**config.mk**
```make
export PLATFORM = sky130hd
export DESIGN_NAME = control_unit_flat
export DESIGN_NICKNAME = d
export VERILOG_FILES = /design/src/rtl/control_unit_if.sv /design/src/rtl/control_unit.sv /design/src/flat_wrapper.sv
export SDC_FILE = /design/constraint.sdc
export NUM_CORES = 1
export LEC_CHECK = 0
export CAP_MARGIN = 15
export CORE_MARGIN = 2
export CORE_UTILIZATION = 33
export CTS_CLUSTER_SIZE = 30
export DETAILED_ROUTE_END_ITERATION = 8
export PLACE_DENSITY = 0.77
export SLEW_MARGIN = 40
export SYNTH_ARGS = -nofsm -noshare
export SYNTH_HDL_FRONTEND = slang
export SYNTH_SLANG_ARGS = --single-unit
```
**constraint.sdc**
```tcl
create_clock -name clock -period 2.3 [get_ports clock]
set_input_delay 0.46 -clock clock [delete_from_list [all_inputs] [get_ports clock]]
set_output_delay 0.46 -clock clock [all_outputs]
set_load 0.01 [all_outputs]
```
**src/rtl/control_unit_if.sv**
```systemverilog
// rtl/control_unit_if.sv - Mini-SRC control strobe bundle between control_unit and datapath
interface control_unit_if;
  logic [31:0] IR;
  logic        mem_ready;
  logic        PCout, MDRout, Zhighout, Zlowout, HIout, LOout;
  logic [15:0] Rout;
  logic [15:0] Rin;
  logic        MARin, PCin, MDRin, IRin, Yin, HIin, LOin, Zhighin, Zlowin;
  logic        IncPC, Read;
  logic [4:0]  opcode;
  logic        run;
  logic        illegal;

  modport master (
    input  IR, mem_ready,
    output PCout, MDRout, Zhighout, Zlowout, HIout, LOout, Rout, Rin,
           MARin, PCin, MDRin, IRin, Yin, HIin, LOin, Zhighin, Zlowin,
           IncPC, Read, opcode, run, illegal
  );

  modport slave (
    output IR, mem_ready,
    input  PCout, MDRout, Zhighout, Zlowout, HIout, LOout, Rout, Rin,
           MARin, PCin, MDRin, IRin, Yin, HIin, LOin, Zhighin, Zlowin,
           IncPC, Read, opcode, run, illegal
  );
endinterface

```
**src/rtl/control_unit.sv**
```systemverilog
// rtl/control_unit.sv - hardwired T-state sequencer for the Mini-SRC datapath
module control_unit (
  input logic           clock,
  input logic           clear,
  control_unit_if.master bus
);

  typedef enum logic [3:0] {RST, T0, T1, T2, T3, T4, T5, T6, HALT} state_t;

  state_t      state;
  logic        t1_first;
  logic        illegal_q;

  logic [4:0]  op;
  logic [3:0]  ra, rb, rc;
  logic        is_alu3, is_unary, is_muldiv, is_mfhi, is_mflo, is_nop, is_halt, is_legal;

  assign op = bus.IR[31:27];
  assign ra = bus.IR[26:23];
  assign rb = bus.IR[22:19];
  assign rc = bus.IR[18:15];

  assign is_alu3   = (op >= 5'b00011) && (op <= 5'b01011);
  assign is_unary  = (op == 5'b10001) || (op == 5'b10010);
  assign is_muldiv = (op == 5'b01111) || (op == 5'b10000);
  assign is_mfhi   = (op == 5'b11000);
  assign is_mflo   = (op == 5'b11001);
  assign is_nop    = (op == 5'b11010);
  assign is_halt   = (op == 5'b11011);
  assign is_legal  = is_alu3 | is_unary | is_muldiv | is_mfhi | is_mflo | is_nop | is_halt;

  function automatic logic [15:0] onehot(input logic [3:0] f);
    return 16'h0001 << f;
  endfunction

  always_ff @(posedge clock) begin
    if (!clear) begin
      state     <= RST;
      t1_first  <= 1'b0;
      illegal_q <= 1'b0;
    end else begin
      case (state)
        RST: state <= T0;
        T0: begin
          state    <= T1;
          t1_first <= 1'b1;
        end
        T1: begin
          t1_first <= 1'b0;
          if (bus.mem_ready) state <= T2;
        end
        T2: state <= T3;
        T3: begin
          // unsupported opcodes fall through as a nop but leave a sticky mark
          if (!is_legal) illegal_q <= 1'b1;
          if (is_alu3 || is_unary || is_muldiv) state <= T4;
          else if (is_halt)                     state <= HALT;
          else                                  state <= T0;
        end
        T4: state <= T5;
        T5: state <= is_muldiv ? T6 : T0;
        T6: state <= T0;
        HALT: state <= HALT;
        default: state <= RST;
      endcase
    end
  end

  always_comb begin
    bus.PCout    = 1'b0;
    bus.MDRout   = 1'b0;
    bus.Zhighout = 1'b0;
    bus.Zlowout  = 1'b0;
    bus.HIout    = 1'b0;
    bus.LOout    = 1'b0;
    bus.Rout     = 16'h0000;
    bus.Rin      = 16'h0000;
    bus.MARin    = 1'b0;
    bus.PCin     = 1'b0;
    bus.MDRin    = 1'b0;
    bus.IRin     = 1'b0;
    bus.Yin      = 1'b0;
    bus.HIin     = 1'b0;
    bus.LOin     = 1'b0;
    bus.Zhighin  = 1'b0;
    bus.Zlowin   = 1'b0;
    bus.IncPC    = 1'b0;
    bus.Read     = 1'b0;
    bus.opcode   = 5'b00000;
    bus.run      = (state != RST) && (state != HALT);
    bus.illegal  = illegal_q;

    case (state)
      T0: begin
        bus.PCout  = 1'b1;
        bus.MARin  = 1'b1;
        bus.IncPC  = 1'b1;
        bus.Zlowin = 1'b1;
      end
      T1: begin
        // PC reload only once per fetch, however long the memory stalls
        bus.Zlowout = 1'b1;
        bus.PCin    = t1_first;
        bus.Read    = 1'b1;
        bus.MDRin   = bus.mem_ready;
      end
      T2: begin
        bus.MDRout = 1'b1;
        bus.IRin   = 1'b1;
      end
      T3: begin
        if (is_alu3) begin
          bus.Rout = onehot(rb);
          bus.Yin  = 1'b1;
        end else if (is_muldiv) begin
          bus.Rout = onehot(ra);
          bus.Yin  = 1'b1;
        end else if (is_mfhi) begin
          bus.HIout = 1'b1;
          bus.Rin   = onehot(ra);
        end else if (is_mflo) begin
          bus.LOout = 1'b1;
          bus.Rin   = onehot(ra);
        end
      end
      T4: begin
        bus.opcode = op;
        bus.Zlowin = 1'b1;
        if (is_alu3) begin
          bus.Rout = onehot(rc);
        end else begin
          bus.Rout    = onehot(rb);
          bus.Zhighin = is_muldiv;
        end
      end
      T5: begin
        bus.Zlowout = 1'b1;
        if (is_muldiv) bus.LOin = 1'b1;
        else           bus.Rin  = onehot(ra);
      end
      T6: begin
        bus.Zhighout = 1'b1;
        bus.HIin     = 1'b1;
      end
      default: ;
    endcase
  end

endmodule

```
**src/flat_wrapper.sv**
```systemverilog
// flat-port wrapper written by rule: the top's interface ports become plain ports
module control_unit_flat 
  (clock, clear, bus_IR, bus_mem_ready, bus_PCout, bus_MDRout, bus_Zhighout, bus_Zlowout, bus_HIout, bus_LOout, bus_Rout, bus_Rin, bus_MARin, bus_PCin, bus_MDRin, bus_IRin, bus_Yin, bus_HIin, bus_LOin, bus_Zhighin, bus_Zlowin, bus_IncPC, bus_Read, bus_opcode, bus_run, bus_illegal);
  control_unit_if bus_i ();
  input logic clock;
  input logic clear;
  input wire logic [$bits(bus_i.IR)-1:0] bus_IR;
  input wire logic [$bits(bus_i.mem_ready)-1:0] bus_mem_ready;
  output wire logic [$bits(bus_i.PCout)-1:0] bus_PCout;
  output wire logic [$bits(bus_i.MDRout)-1:0] bus_MDRout;
  output wire logic [$bits(bus_i.Zhighout)-1:0] bus_Zhighout;
  output wire logic [$bits(bus_i.Zlowout)-1:0] bus_Zlowout;
  output wire logic [$bits(bus_i.HIout)-1:0] bus_HIout;
  output wire logic [$bits(bus_i.LOout)-1:0] bus_LOout;
  output wire logic [$bits(bus_i.Rout)-1:0] bus_Rout;
  output wire logic [$bits(bus_i.Rin)-1:0] bus_Rin;
  output wire logic [$bits(bus_i.MARin)-1:0] bus_MARin;
  output wire logic [$bits(bus_i.PCin)-1:0] bus_PCin;
  output wire logic [$bits(bus_i.MDRin)-1:0] bus_MDRin;
  output wire logic [$bits(bus_i.IRin)-1:0] bus_IRin;
  output wire logic [$bits(bus_i.Yin)-1:0] bus_Yin;
  output wire logic [$bits(bus_i.HIin)-1:0] bus_HIin;
  output wire logic [$bits(bus_i.LOin)-1:0] bus_LOin;
  output wire logic [$bits(bus_i.Zhighin)-1:0] bus_Zhighin;
  output wire logic [$bits(bus_i.Zlowin)-1:0] bus_Zlowin;
  output wire logic [$bits(bus_i.IncPC)-1:0] bus_IncPC;
  output wire logic [$bits(bus_i.Read)-1:0] bus_Read;
  output wire logic [$bits(bus_i.opcode)-1:0] bus_opcode;
  output wire logic [$bits(bus_i.run)-1:0] bus_run;
  output wire logic [$bits(bus_i.illegal)-1:0] bus_illegal;
  assign bus_i.IR = bus_IR;
  assign bus_i.mem_ready = bus_mem_ready;
  assign bus_PCout = bus_i.PCout;
  assign bus_MDRout = bus_i.MDRout;
  assign bus_Zhighout = bus_i.Zhighout;
  assign bus_Zlowout = bus_i.Zlowout;
  assign bus_HIout = bus_i.HIout;
  assign bus_LOout = bus_i.LOout;
  assign bus_Rout = bus_i.Rout;
  assign bus_Rin = bus_i.Rin;
  assign bus_MARin = bus_i.MARin;
  assign bus_PCin = bus_i.PCin;
  assign bus_MDRin = bus_i.MDRin;
  assign bus_IRin = bus_i.IRin;
  assign bus_Yin = bus_i.Yin;
  assign bus_HIin = bus_i.HIin;
  assign bus_LOin = bus_i.LOin;
  assign bus_Zhighin = bus_i.Zhighin;
  assign bus_Zlowin = bus_i.Zlowin;
  assign bus_IncPC = bus_i.IncPC;
  assign bus_Read = bus_i.Read;
  assign bus_opcode = bus_i.opcode;
  assign bus_run = bus_i.run;
  assign bus_illegal = bus_i.illegal;
  control_unit u_core (.clock(clock), .clear(clear), .bus(bus_i));
endmodule
```
Yosys cells after proc, flatten, opt, wreduce, memory -nomap -nowiden
Cells that the tools add are included.

$lt $le $gt $ge: 2. Equality and inequality tests: 18. Shift-type cells: 3. Multiplexer cells: 40. Bitwise operators: 7. Reductions and logical operators: 13.

Operator list (number): $mux W16 (8); $pmux W16 S2 (2); $shl A1 B4 Y16 const A (3); $eq A5 B5 Y1 const B (7); $pmux W4 S8 (1); $mux W1 (23); $eq A4 B3 Y1 const B (4); $mux W4 (3); $eq A4 B2 Y1 const B (2); $or A1 B1 Y1 (6); $reduce_or A2 Y1 (3); $eq A5 B4 Y1 const B (1); $ge A5 B2 Y1 const B (1); $le A5 B4 Y1 const B (1); $mux W5 (1); $eq A4 B1 Y1 const B (1); $eq A4 B4 Y1 const B (1); $logic_not A4 Y1 (1); $logic_or A1 B1 Y1 (4); $ne A4 B4 Y1 const B (1); $reduce_bool A4 Y1 (1); $mux W3 (1); $logic_and A1 B1 Y1 (2); $ne A2 B2 Y1 const B (1); 4 further kinds (4).

Flip-flop bits (word level): 6. Input bits: 35. Logic and storage cells: 86.

Longest topological paths before layout
Gate-level depths: netlist of the first run.

Depth in word-level cells: 10. Depth in mapped cells: 7. Depth with buffers taken out: 5.

Worst setup path after synthesis of the first run
Ideal clock, no wire load.

Kind: in2out. Start point: in bus_IR[29]. End point: out bus_Rin[10]. Arrival time: 2.039 ns. Setup slack: -0.199 ns. Stages on the path: 7. Buffers on the path: 2. Cell sequence: buf_4 nor2b_4 a22oi_1 or4_4 buf_6 or3b_4 nor2_1.

Word-level cells in the longest chain between the ends: 6.

Ends and longest elaborated chain: start, declared (line flat_wrapper.sv:7) `input wire logic [$bits(bus_i.IR)-1:0] bus_IR;`; $eq A5 B5 Y1 (line control_unit.sv:27) `assign is_mflo = (op == 5'b11001);`; $mux W16 (line control_unit.sv:121) `end else if (is_mflo) begin`; $mux W16 (line control_unit.sv:118) `end else if (is_mfhi) begin`; $mux W16 (line control_unit.sv:115) `end else if (is_muldiv) begin`; $mux W16 (line control_unit.sv:112) `if (is_alu3) begin`; $pmux W16 S2 * (line control_unit.sv:93) `case (state)`; end, declared (line flat_wrapper.sv:16) `output wire logic [$bits(bus_i.Rin)-1:0] bus_Rin;`.

Every way passes the cells marked *; elsewhere a longest branch is shown, timed or not.

Final worst setup path of the first run
Start point: in bus_IR[28]. End point: out bus_Rout[6].

Word-level cells in the longest chain between the ends: 5.

Ends and longest elaborated chain: branches (longest 4 deep; another with $ge A5 B2 Y1); $pmux W16 S2 * (line control_unit.sv:93); end, declared (line flat_wrapper.sv:15) `output wire logic [$bits(bus_i.Rout)-1:0] bus_Rout;`.

Mark *: on every way between the ends.

==> impl_metrics.tcl, run 1 <==
set metrics [dict create \
    combPwrFrac 0.702 \
    multi_input_area_mm2 0.00155 \
    p_leak_uw 0.00152 \
    coreArea_mm2 0.00406 \
    antenna_cells 0 \
    io_pins 91 \
    syn_nets 262 \
    synth_area_leader_cell "nor3_1" \
    syn_area_mm2 0.00141 \
    num_rows 23 \
    p_switching_uw 435 \
    dpl.hpwl_um 4710 \
    die_width_um 69.3 \
    synth_edf_count 0 \
    synthFlopType "dfxtp_1" \
    htree_levels 1 \
    numClockSinks 6 \
    cp_max_fo 8 \
    synth_top_area_frac 0.0960 \
    ys_ff_latch 6 \
    grt_remaining_overflow 0 \
    period_minus_slack_ns 2.61 \
    cts_tree "built" \
    cellPowerDensity_mw_per_mm2 314 \
    drt-initial-drc-count 216 \
    die_h_um 69.3 \
    utilization 0.793 \
    maxCapViolCount 0 \
    routed_via_density 6.20 \
    relSlewSlack 0.604 \
    tightest_slew_ns 0.588 \
    critPathMaxStageDelay_ns 0.55 \
    insertion_delay_ns 0.23 \
    power.internal_uw 574 \
    num-fill-cells 255 \
    syn_area_per_cell_um2 6.20 \
    cp_data_required_time_ns 1.84 \
    grt_pass1_wl_um 11200 \
    outcome "complete, but fails checks" \
    area_growth_pct 129 \
    antenna_found_initial 0 \
    drt_first_pass_iters 5 \
    grt_max_degree 18 \
    clk_pin_slew_worst_paths_ns 0.04 \
    cp_slowest_cell "or4b_4" \
    drt-wirelength-per-cell_um 19.5 \
    fin_crit_sh 1.14 \
    grt_usage 0.278 \
    yosysUniqueCellTypes 48 \
    ys_async_sr_fraction 0 \
    seq_power_share 0.135 \
    yosys-top-cells-area "nor3_1, dfxtp_1, nor4_1, nor2_1, o221ai_1" \
    fin_total_pwr_uw 1010 \
    syn_inst 227 \
    fmax_ghz 0.383 \
    ff_latch_area_um2 121 \
    synth_warnings 0 \
    pre_cts_ws_ns -1.17 \
    routed-via-count 2627 \
    end_kind "output pin" \
    layout_common_cells "buf_4, buf_2, buf_6" \
    dieArea_mm2 0.00480 \
    skew_ns 0.00279 \
    cp.arrival_ns 2.15 \
    hold_viol 0 \
    sw_frac_of_total 0.431 \
    io_buffers 75 \
    holdWs_ns 0.462 \
    drive_gt1_frac 0.545 \
    path_cells "buf_6 > or4b_4 > o22a_4 > nor2_4 > nand3b_1 > o221ai_1 > buf_2" \
    maxSlewViolCount 0 \
    start_util 0.347 \
    peakVddDrop_mv 0.200 \
    pwr-share-clk 0.162 \
    drc 0 \
    grt_pass1_vias 2373 \
    hold_class "reg -> reg" \
    setup_viol 35 \
    gp_congestion 0.944 \
    nets 411 \
    criticalPathCategory "in -> out" \
    violations "negative setup slack" \
    cp-start-kind "input port" \
    cts_root_buffer "clkbuf_8" \
    rsz0062_at_grt "yes" \
    layout_commonest_cell "buf_4" \
    cts_made_buffers 3 \
    setup_tns_ns -6.93 \
    clk_path_buf_depth 2 \
    ys_seq_area_frac 0.0853 \
    setup_slack_ns -0.314 \
    antenna_left 0 \
    wl_um 8250 \
]
## per-stage QoR
step,std cells,cell area [um^2]
after floorplan,227,1470
after global placement,393,2640
after detailed placement,393,2640
after CTS,413,2910
after global routing,424,3220
final,424,3220
## worst max-delay path, delay by kind of cell
family,cells,cell delay [ns]
simple gates,3,0.89
compound gates,2,0.54
buf+inv,2,0.27
## cell families (layout without fill, tap and decap cells)
group,count (synthesis),after routing,synth area share
xor gates and xnor gates,1,1,0.00622
buffers and inverters,33,180,0.114
muxes,2,2,0.0142
DFF,6,6,0.0853
AOI/OAI and AO/OA,50,50,0.249
and+or+nand+nor,135,135,0.532
## state kept, by name (all words and copies together), names as in the netlist
signal / cells
u_core.state: 4
u_core.bus.illegal: 1
u_core.t1_first: 1
## synth_stat cells, drive strengths merged (2+ instances only)
master   n
a21oi   10
a31oi    3
a41oi    3
and2     6
and3     2
buf     13
clkbuf  13
dfxtp    6
inv      7
mux2i    2
nand2   14
nand2b  12
nand3    5
nand3b   4
nand4    4
nor2    25
nor2b    5
nor3    27
nor3b    2
nor4    17
nor4b    3
o21a     2
o21ai   11
o221a    2
o221ai   9
or2      3
or4      2
## power groups by stage
stage	Clock (uW)	Sequential (uW)	Combinational [uW]
2_1_floorplan	0	132	273
3_5_place_dp	0	132	554
4_1_cts	162	133	619
6_report	164	136	709
5_1_grt	170	138	743
3_3_place_gp	0	131	548
## path summary, 6_finish.rpt
check                                        from                         endpoint  slack, ns  cells after the start
setup / recovery                       bus_IR[28]                      bus_Rout[6]      -0.31                      7
hold / removal    u_core.bus.illegal$_SDFFE_PN0P_  u_core.bus.illegal$_SDFFE_PN0P_       0.46                      1
setup reg to reg     u_core.state[1]$_SDFFE_PN0P_     u_core.state[3]$_SDFFE_PN0P_       0.78                      7
hold reg to reg   u_core.bus.illegal$_SDFFE_PN0P_  u_core.bus.illegal$_SDFFE_PN0P_       0.46                      1
## final cells by class
class | count | area share
multi-input cells | 188 | 0.480
repair buffers | 170 | 0.442
flip-flops and latches | 6 | 0.0377
well taps | 50 | 0.0194
clock buffers | 3 | 0.0128
inverters | 7 | 0.00816
## repair_timing
item                                    CTS  global route
hold buffers                              0             0
endpoints found under the setup margin   48            48
setup buffers                            18            11
resized for setup                       223            60
pin swaps                                22            24
## per-layer routing
layer	track usage	wire (um)	part of all wire
met5	0	0	0
met3	0.0363	751	0.091
met1	0.359	3160	0.38
met4	0.105	406	0.049
met2	0.469	3940	0.48
Power figures use the tool's default switching activity.
==> run 2, diff against run 1 <==
- RECOVER_POWER: not set -> 25
- SKIP_LAST_GASP: not set -> 1
==> impl_metrics.tcl, run 2 (synthesis results as in run 1) <==
set metrics [dict create \
    p_switching_uw 429 \
    ff_latch_area_um2 121 \
    antenna_found_initial 0 \
    largest_register_ffs 4 \
    seq_power_share 0.137 \
    wl_um 8050 \
    criticalPathCategory "in -> out" \
    layout_commonest_cell "buf_4" \
    clk_pin_slew_worst_paths_ns 0.04 \
    cts_tree "built" \
    peakVddDrop_mv 0.192 \
    finalNonFillerCells 420 \
    end_kind "output pin" \
    cp_max_fo 8 \
    tightest_slew_ns 0.430 \
    hold_viol 0 \
    rsz0062_at_grt "yes" \
    numClockSinks 6 \
    design_area_mm2 0.00316 \
    path_cells "buf_6 > or4b_4 > o22a_4 > nor2_4 > nand3b_1 > o221ai_1 > buf_2" \
    setup_viol 38 \
    cp-start-kind "input port" \
    io_buffers 75 \
    violations "negative setup slack" \
    skew_ns 0.000795 \
    sw_frac_of_total 0.431 \
    cts_made_buffers 3 \
    hold_class "reg -> reg" \
    relSlewSlack 0.711 \
    drive_gt1_frac 0.543 \
    dieArea_mm2 0.00480 \
    combPwrFrac 0.698 \
    setup_slack_ns -0.358 \
    coreArea_mm2 0.00406 \
    power.internal_uw 567 \
    fmax_ghz 0.376 \
    place_area_mm2 0.00264 \
    utilization 0.778 \
    htree_levels 1 \
    grt_pass1_wl_um 11100 \
    io_pins 91 \
    dpl.hpwl_um 4710 \
    critPathMaxStageDelay_ns 0.55 \
    placed_cells_incl_taps 393 \
    outcome "complete, but fails checks" \
    setup_tns_ns -6.50 \
    cp_data_required_time_ns 1.84 \
    antenna_left 0 \
    drc 0 \
    drt-wirelength-per-cell_um 19.2 \
    cts_hold_buf 0 \
    antenna_cells 0 \
    drt_first_pass_iters 5 \
    cp_slowest_cell "or4b_4" \
    grt_usage 0.276 \
    grt_remaining_overflow 0 \
    die_h_um 69.3 \
    cts_root_buffer "clkbuf_8" \
    cp.arrival_ns 2.20 \
    layout_common_cells "buf_4, buf_2, buf_6, nor3_1, nor2_1" \
    routed-via-count 2576 \
    max_flop_register "u_core.state" \
    drt-initial-drc-count 278 \
    pwr-share-clk 0.165 \
    nets 407 \
    num-fill-cells 276 \
    grt_pass1_vias 2347 \
    insertion_delay_ns 0.23 \
    die_width_um 69.3 \
    maxSlewViolCount 0 \
    clk_path_buf_depth 2 \
    multi_input_area_mm2 0.00153 \
    fin_crit_sh 1.16 \
    period_minus_slack_ns 2.66 \
    routed_via_density 6.13 \
    num_rows 23 \
    maxCapViolCount 0 \
    grt_max_degree 18 \
    area_growth_pct 124 \
    start_util 0.347 \
    p_leak_uw 0.00148 \
    cellPowerDensity_mw_per_mm2 315 \
    gp_congestion 0.944 \
]
==> run 2: area by class of cell <==
class / count / area share
Multi-Input combinational cell: 188 / 0.485
Timing Repair Buffer: 166 / 0.435
Sequential cell: 6 / 0.0384
Tap cell: 50 / 0.0198
Clock buffer: 3 / 0.0131
Inverter: 7 / 0.00832
==> run 2: final timing paths <==
kind | startpoint | end | slack, ns | cells past startpoint
worst min-delay path | u_core.bus.illegal$_SDFFE_PN0P_ | u_core.bus.illegal$_SDFFE_PN0P_ | 0.46 | 1
worst min register to register | u_core.bus.illegal$_SDFFE_PN0P_ | u_core.bus.illegal$_SDFFE_PN0P_ | 0.46 | 1
worst max register to register | u_core.state[1]$_SDFFE_PN0P_ | u_core.state[3]$_SDFFE_PN0P_ | 0.64 | 7
worst max-delay path | bus_IR[28] | bus_Rout[6] | -0.36 | 7
==> run 2: per-layer routing <==
metal,track usage,wire [um],vias up
met5,0,0,-
met3,0.0262,626,39
met4,0.100,338,0
li1,-,-,1139
met2,0.472,3890,179
met1,0.359,3200,1219
==> run 2: stage by stage <==
| stage | setup WS (ns) | hold slack, ns | power, uW |
|---|---|---|---|
| 2_1_floorplan | -0.0780 | 0.509 | 405 |
| 3_3_place_gp | -1.09 | 0.449 | 679 |
| 3_5_place_dp | -1.17 | 0.460 | 686 |
| 4_1_cts | -0.272 | 0.463 | 909 |
| 5_1_grt | -0.372 | 0.467 | 1040 |
| 6_report | -0.358 | 0.456 | 996 |
==> run 2: what timing repair did <==
item	in CTS	in global routing
buffers inserted	18	8
endpoints found under the hold margin	0	0
setup endpoints to repair	48	48
resized for setup	220	62
pin swaps	22	26
==> run 2: critical path, delay by kind of cell <==
kind,cells,cell delay (ns)
AND/OR/NAND/NOR,3,0.89
buffers and inverters,2,0.28
AO/OA/AOI/OAI,2,0.57
==> run 2: power by group through the flow <==
stage / registers, uW / clock network [uW] / logic (uW)
global placement: 131 / 0 / 548
detailed placement: 132 / 0 / 554
global route: 138 / 171 / 732
finish: 136 / 165 / 695
floorplan: 132 / 0 / 273
CTS: 133 / 162 / 613
==> run 3, diff against run 2 <==
--- a/constraint.sdc
+++ b/constraint.sdc
@@ -3,2 +3,2 @@
 set_output_delay 0.46 -clock clock [all_outputs]
-set_load 0.01 [all_outputs]
+set_load 0.005 [all_outputs]
==> impl_metrics.tcl, run 3 (synthesis results as in run 1) <==
set metrics [dict create \
    criticalPathCategory "in -> out" \
    path_buf_inv 4 \
    grt_remaining_overflow 0 \
    rsz0062_at_grt "yes" \
    outcome "complete, but fails checks" \
    violations "negative setup slack" \
    cp_slowest_cell "or4_4" \
    drive_gt1_frac 0.580 \
    cp_data_required_time_ns 1.84 \
    grt.met2_usage 0.548 \
    routed_via_density 6.28 \
    period_minus_slack_ns 2.61 \
    area_growth_pct 136 \
    max_flop_register "u_core.state" \
    tightest_slew_ns 0.430 \
    start_util 0.347 \
    use_met3 0.0436 \
    pre_cts_ws_ns -1.15 \
    io_pins 91 \
    num_rows 23 \
    clk_pin_slew_worst_paths_ns 0.04 \
    fmax_ghz 0.383 \
    setup_viol 35 \
    peakVddDrop_mv 0.190 \
    insertion_delay_ns 0.23 \
    grt.busiest_layer "met2" \
    dieArea_mm2 0.00480 \
    skew_ns 0.000870 \
    die_width_um 69.3 \
    drc 0 \
    cts_made_buffers 3 \
    maxCapViolCount 0 \
    grt_pass1_wl_um 12300 \
    clk_path_buf_depth 2 \
    grt_usage 0.308 \
    fin_crit_sh 1.14 \
    coreArea_mm2 0.00406 \
    drt-initial-drc-count 259 \
    antenna_found_initial 0 \
    cp.arrival_ns 2.15 \
    largest_register_ffs 4 \
    hold_class "reg -> reg" \
    end_kind "output pin" \
    grt_pass1_vias 2474 \
    path_cells "buf_6 > buf_6 > nand4_1 > a21oi_2 > or4_4 > or3b_4 > buf_6 > nor2_2 > buf_2" \
    io_buffers 75 \
    die_h_um 69.3 \
    layout_common_cells "buf_4, buf_2, buf_6, clkdlybuf4s50_1" \
    drt-wirelength-per-cell_um 19.9 \
    hold_viol 0 \
    routed-via-count 2706 \
    htree_levels 1 \
    wl_um 8560 \
    nets 418 \
    cellPowerDensity_mw_per_mm2 318 \
    numClockSinks 6 \
    setup_slack_ns -0.314 \
    multi_input_area_mm2 0.00162 \
    globalRouteMet1Util 0.382 \
    setup_tns_ns -6.56 \
    r2r_slack_ns 0.75 \
    cts_hold_buf 0 \
    cp-start-kind "input port" \
    ff_latch_area_um2 123 \
    crit_family "simple AND/OR/NAND/NOR gates" \
    cp_max_fo 4 \
    p_leak_uw 0.00146 \
    antenna_left 0 \
    grt_max_degree 18 \
    gp_congestion 0.887 \
    num-fill-cells 247 \
    critPathMaxStageDelay_ns 0.52 \
    antenna_cells 0 \
    drt_first_pass_iters 5 \
    cpMostUsedCell "buf_6" \
    maxSlewViolCount 0 \
    cts_root_buffer "clkbuf_8" \
    dpl.hpwl_um 4750 \
    relSlewSlack 0.711 \
    layout_commonest_cell "buf_4" \
    cts_tree "built" \
]
-- run 3: cell count changes in the layout (fill, tap and decap cells not counted), moves of 5 or more --
cell / delta
nor3_1: -6
dlymetal6s2s_1: -9
buf_6: +7
nor4_4: +5
clkdlybuf4s50_1: +7
nor2_2: +5
nor4_2: -5
buf_2: +8
-- run 3: stage by stage --
step | util | instances | instance area [um^2] | total power (uW) | hold WS, ns
5_1_grt | 0.818 | 431 | 3320 | 1100 | 0.518
2_1_floorplan | - | 227 | 1430 | 381 | 0.464
6_report | 0.818 | 431 | 3320 | 1050 | 0.502
4_1_cts | 0.758 | 422 | 3080 | 951 | 0.462
3_3_place_gp | 0.643 | 392 | 2610 | 655 | 0.448
3_5_place_dp | 0.643 | 392 | 2610 | 664 | 0.459
-- run 3: final cells by class --
| type | instances | area share |
|---|---|---|
| flip-flops and latches | 6 | 0.0369 |
| well taps | 50 | 0.0188 |
| repair buffers | 177 | 0.436 |
| inverters | 7 | 0.00792 |
| multi-input cells | 188 | 0.488 |
| clock buffers | 3 | 0.0124 |
-- run 3: repair_timing --
| action | 4_1_cts | 5_1_grt |
|---|---|---|
| setup endpoints to repair | 47 | 41 |
| gates resized for setup | 263 | 43 |
| cloned | 1 | 0 |
| buffers inserted | 27 | 10 |
| pin swaps | 42 | 29 |
-- run 3: per-layer routing --
metal	routed length, um	share of wire
met5	0	0
met3	793	0.093
met1	3330	0.39
met4	295	0.034
met2	4150	0.48
-- run 3: final timing paths --
kind / start / to / cells after the start
worst min register to register: u_core.bus.illegal$_SDFFE_PN0P_ / u_core.bus.illegal$_SDFFE_PN0P_ / 1
worst max-delay path: bus_IR[28] / bus_Rin[2] / 9
worst min-delay path: u_core.bus.illegal$_SDFFE_PN0P_ / u_core.bus.illegal$_SDFFE_PN0P_ / 1
worst max register to register: u_core.state[0]$_SDFFE_PN0P_ / u_core.bus.illegal$_SDFFE_PN0P_ / 7
-- run 3: power by group --
| group | internal, uW | switching [uW] | total (uW) |
|---|---|---|---|
| Clock | 113 | 50.8 | 164 |
| Sequential | 123 | 19.2 | 142 |
| Combinational | 369 | 380 | 749 |
| Total | 605 | 450 | 1050 |
-- run 3: worst register-to-register path: stages, from the launching register on --
cell and delay (ns):
dfxtp_1 0.33, nand2b_1 0.18, buf_4 0.16, nor3_4 0.18
clkbuf_1 0.18, buf_4 0.17, o221a_2 0.19, o21a_1 0.11
==> edit (flow settings as in run 2) <==
The 9 states of `state_t` get a Gray code encoding in 4 bits.
--- a/src/rtl/control_unit.sv
+++ b/src/rtl/control_unit.sv
@@ -7,3 +7,3 @@
 
-  typedef enum logic [3:0] {RST, T0, T1, T2, T3, T4, T5, T6, HALT} state_t;
+  typedef enum logic [3:0] {RST = 4'b0000, T0 = 4'b0001, T1 = 4'b0011, T2 = 4'b0010, T3 = 4'b0110, T4 = 4'b0111, T5 = 4'b0101, T6 = 4'b0100, HALT = 4'b1100} state_t;
 
Formal check against the unedited RTL: no difference found for any inputs over 10 cycles, from zero or initial values; not proved beyond that.
==> edit against run 2 <==
The run still ends with negative setup slack left; wire length is 15% lower; setup slack better by 0.22 ns; critical path depth is 1 higher; area after synthesis is 13% higher; register-to-register slack better by 0.08 ns; non-clock buffer count is 31 lower; power is 32% lower; synthesized cell count is 11% higher; combinational power is 42% lower; design area is 7.7% lower; die area is 12% higher; sequential cell count stayed put; critical endpoint is now bus_Rout[7]; highest routed layer unchanged.
==> edit: results (changes against run 2) <==
* Status: finished, violations left
* Failing checks: negative setup slack
* # nets final at 400 (-1.7%)
* Total Wirelength at 6.84 mm (-15%)
* Worst-margin pin slew at 0.483 ns (+0.0528 ns)
* Post-synth top cells: 51 x nor2_1, 17 x nor3_1, 15 x nand2b_1, 15 x o22ai_1
* Tot GR Track Use at 0.248 (-0.0280)
* Synth area leaders: nor2_1 12%, dfxtp_1 7.6%, nand2b_1 5.9%, o22ai_1 5.9%, a22oi_1 5.7%
* Pre-Repair DR Iteration Count at 4 (-1)
* Vias in the first global route at 2277 (-3.0%)
* Peak supply drop at 0.321 mV (+68%)
* Cell depth of the worst flop-to-flop path at 5 (-2)
* Synth cell types at 51 (+6.3%)
* Compound-Gate Fraction of Synth Area at 0.326 (+0.0771)
* Internal reg-to-reg setup slack at 0.72 ns (+0.08 ns)
* Gp weighted congestion at 0.918 (-2.8%)
* Post-Synth XOR/XNOR Area at 0.00552 (-0.000697)
* Final setup vio count at 22 (-42%)
* First-pass GRT wire length at 10.6 mm (-4.3%)
* Syn_nets at 288 (+9.9%)
* Largest net degree at the start of global routing at 20 (+2)
* RR Startpoint: u_core.state[3]
* Clk buf depth at 2 (unchanged)
* CP max FO at 5 (-3)
* Clk_skew at 0.00386 ns (+0.00307 ns)
* Width of the chip at 73.3 µm (+5.8%)
* Non-filler cells, final at 417 (-0.71%)
* Cells after DPL at 405 (+3.1%)
* Drt via density at 5.81 (-5.3%)
* Fillers at 415 (+50%)
* Post-synthesis mux area share at 0.0387 (+0.0245)
* Leak at 1.33 nW (-10%)
* HPWL Detailed at 4.91 mm (+4.2%)
* Sequential share of the synthesized area at 0.0758 (-0.00956)
* Layout cell share with drive strength beyond 1 at 0.438 (-0.105)
* Worst reg2reg path endpoint: u_core.state[2]
* Initial DRC count at 210 (-24%)
* Final worst slack at -0.142 ns (+0.216 ns)
* Gate Count Post-Synth at 253 (+11%)
==> edit: changes by cell type after synthesis, moves of 7 or more <==
cell	before	now
nor2_1	25	51
o22ai_1	1	15
a22oi_1	1	12
nor3_1	27	17
o221ai_1	9	0
o21ai_0	11	4
==> edit: kinds of logic (layout without fill, tap and decap cells) <==
kind of cell	Yosys count	count (layout)
simple gates	135	135
compound gates	72	72
buf+inv	33	143
mux	6	6
flops	6	6
xor+xnor	1	1
==> edit: routing by layer <==
metal,routed length [µm],global-route usage,vias up
met1,2880,0.329,1130
li1,-,-,1151
met2,3340,0.426,123
met5,0,0,-
met3,452,0.0233,18
met4,160,0.0747,0
==> edit: worst max path at each step <==
stage | start | to
after CTS | bus_IR[27] | bus_Rin[6]
after floorplan | bus_IR[29] | bus_Rout[2]
final | bus_IR[29] | bus_Rout[7]
after detailed placement | bus_IR[27] | bus_Rin[9]
after global routing | bus_IR[29] | bus_Rout[13]
after global placement | bus_IR[27] | bus_Rin[6]
==> edit: layout make-up <==
cell class                 instances  area share
tap                               54      0.0232
sequential                         6      0.0412
inverter                           5     0.00644
multi-input combinational        214       0.534
clock buffer                       3      0.0142
timing repair buffer             135       0.381
==> edit: per-stage QoR <==
step	setup WS [ns]	cell area (µm²)	hold slack [ns]
floorplan	0.00386	1620	0.452
global placement	-0.821	2680	0.462
detailed placement	-0.896	2680	0.456
CTS	-0.114	2790	0.477
global route	-0.168	2920	0.511
finish	-0.142	2920	0.468
==> edit: power by group <==
group / total, mW / switching [mW] / internal (mW)
Combinational: 0.406 / 0.213 / 0.193
Sequential: 0.115 / 0.00310 / 0.112
Clock: 0.155 / 0.0424 / 0.112
Total: 0.676 / 0.259 / 0.417
==> edit: critical path: stages <==
cell and delay, ns:
buf_6 0.10, or4b_4 0.55, o22ai_4 0.21, buf_6 0.16, buf_12 0.12, a22oi_2 0.08
o22ai_2 0.12, buf_2 0.16
==> edit: timing repair <==
item / 4_1_cts / 5_1_grt
endpoints found under the setup margin: 48 / 47
pin swaps: 40 / 13
hold endpoints to repair: 0 / 0
gates cloned: 2 / 0
hold buffers: 0 / 0
gates resized for setup: 204 / 40
setup buffers: 6 / 2
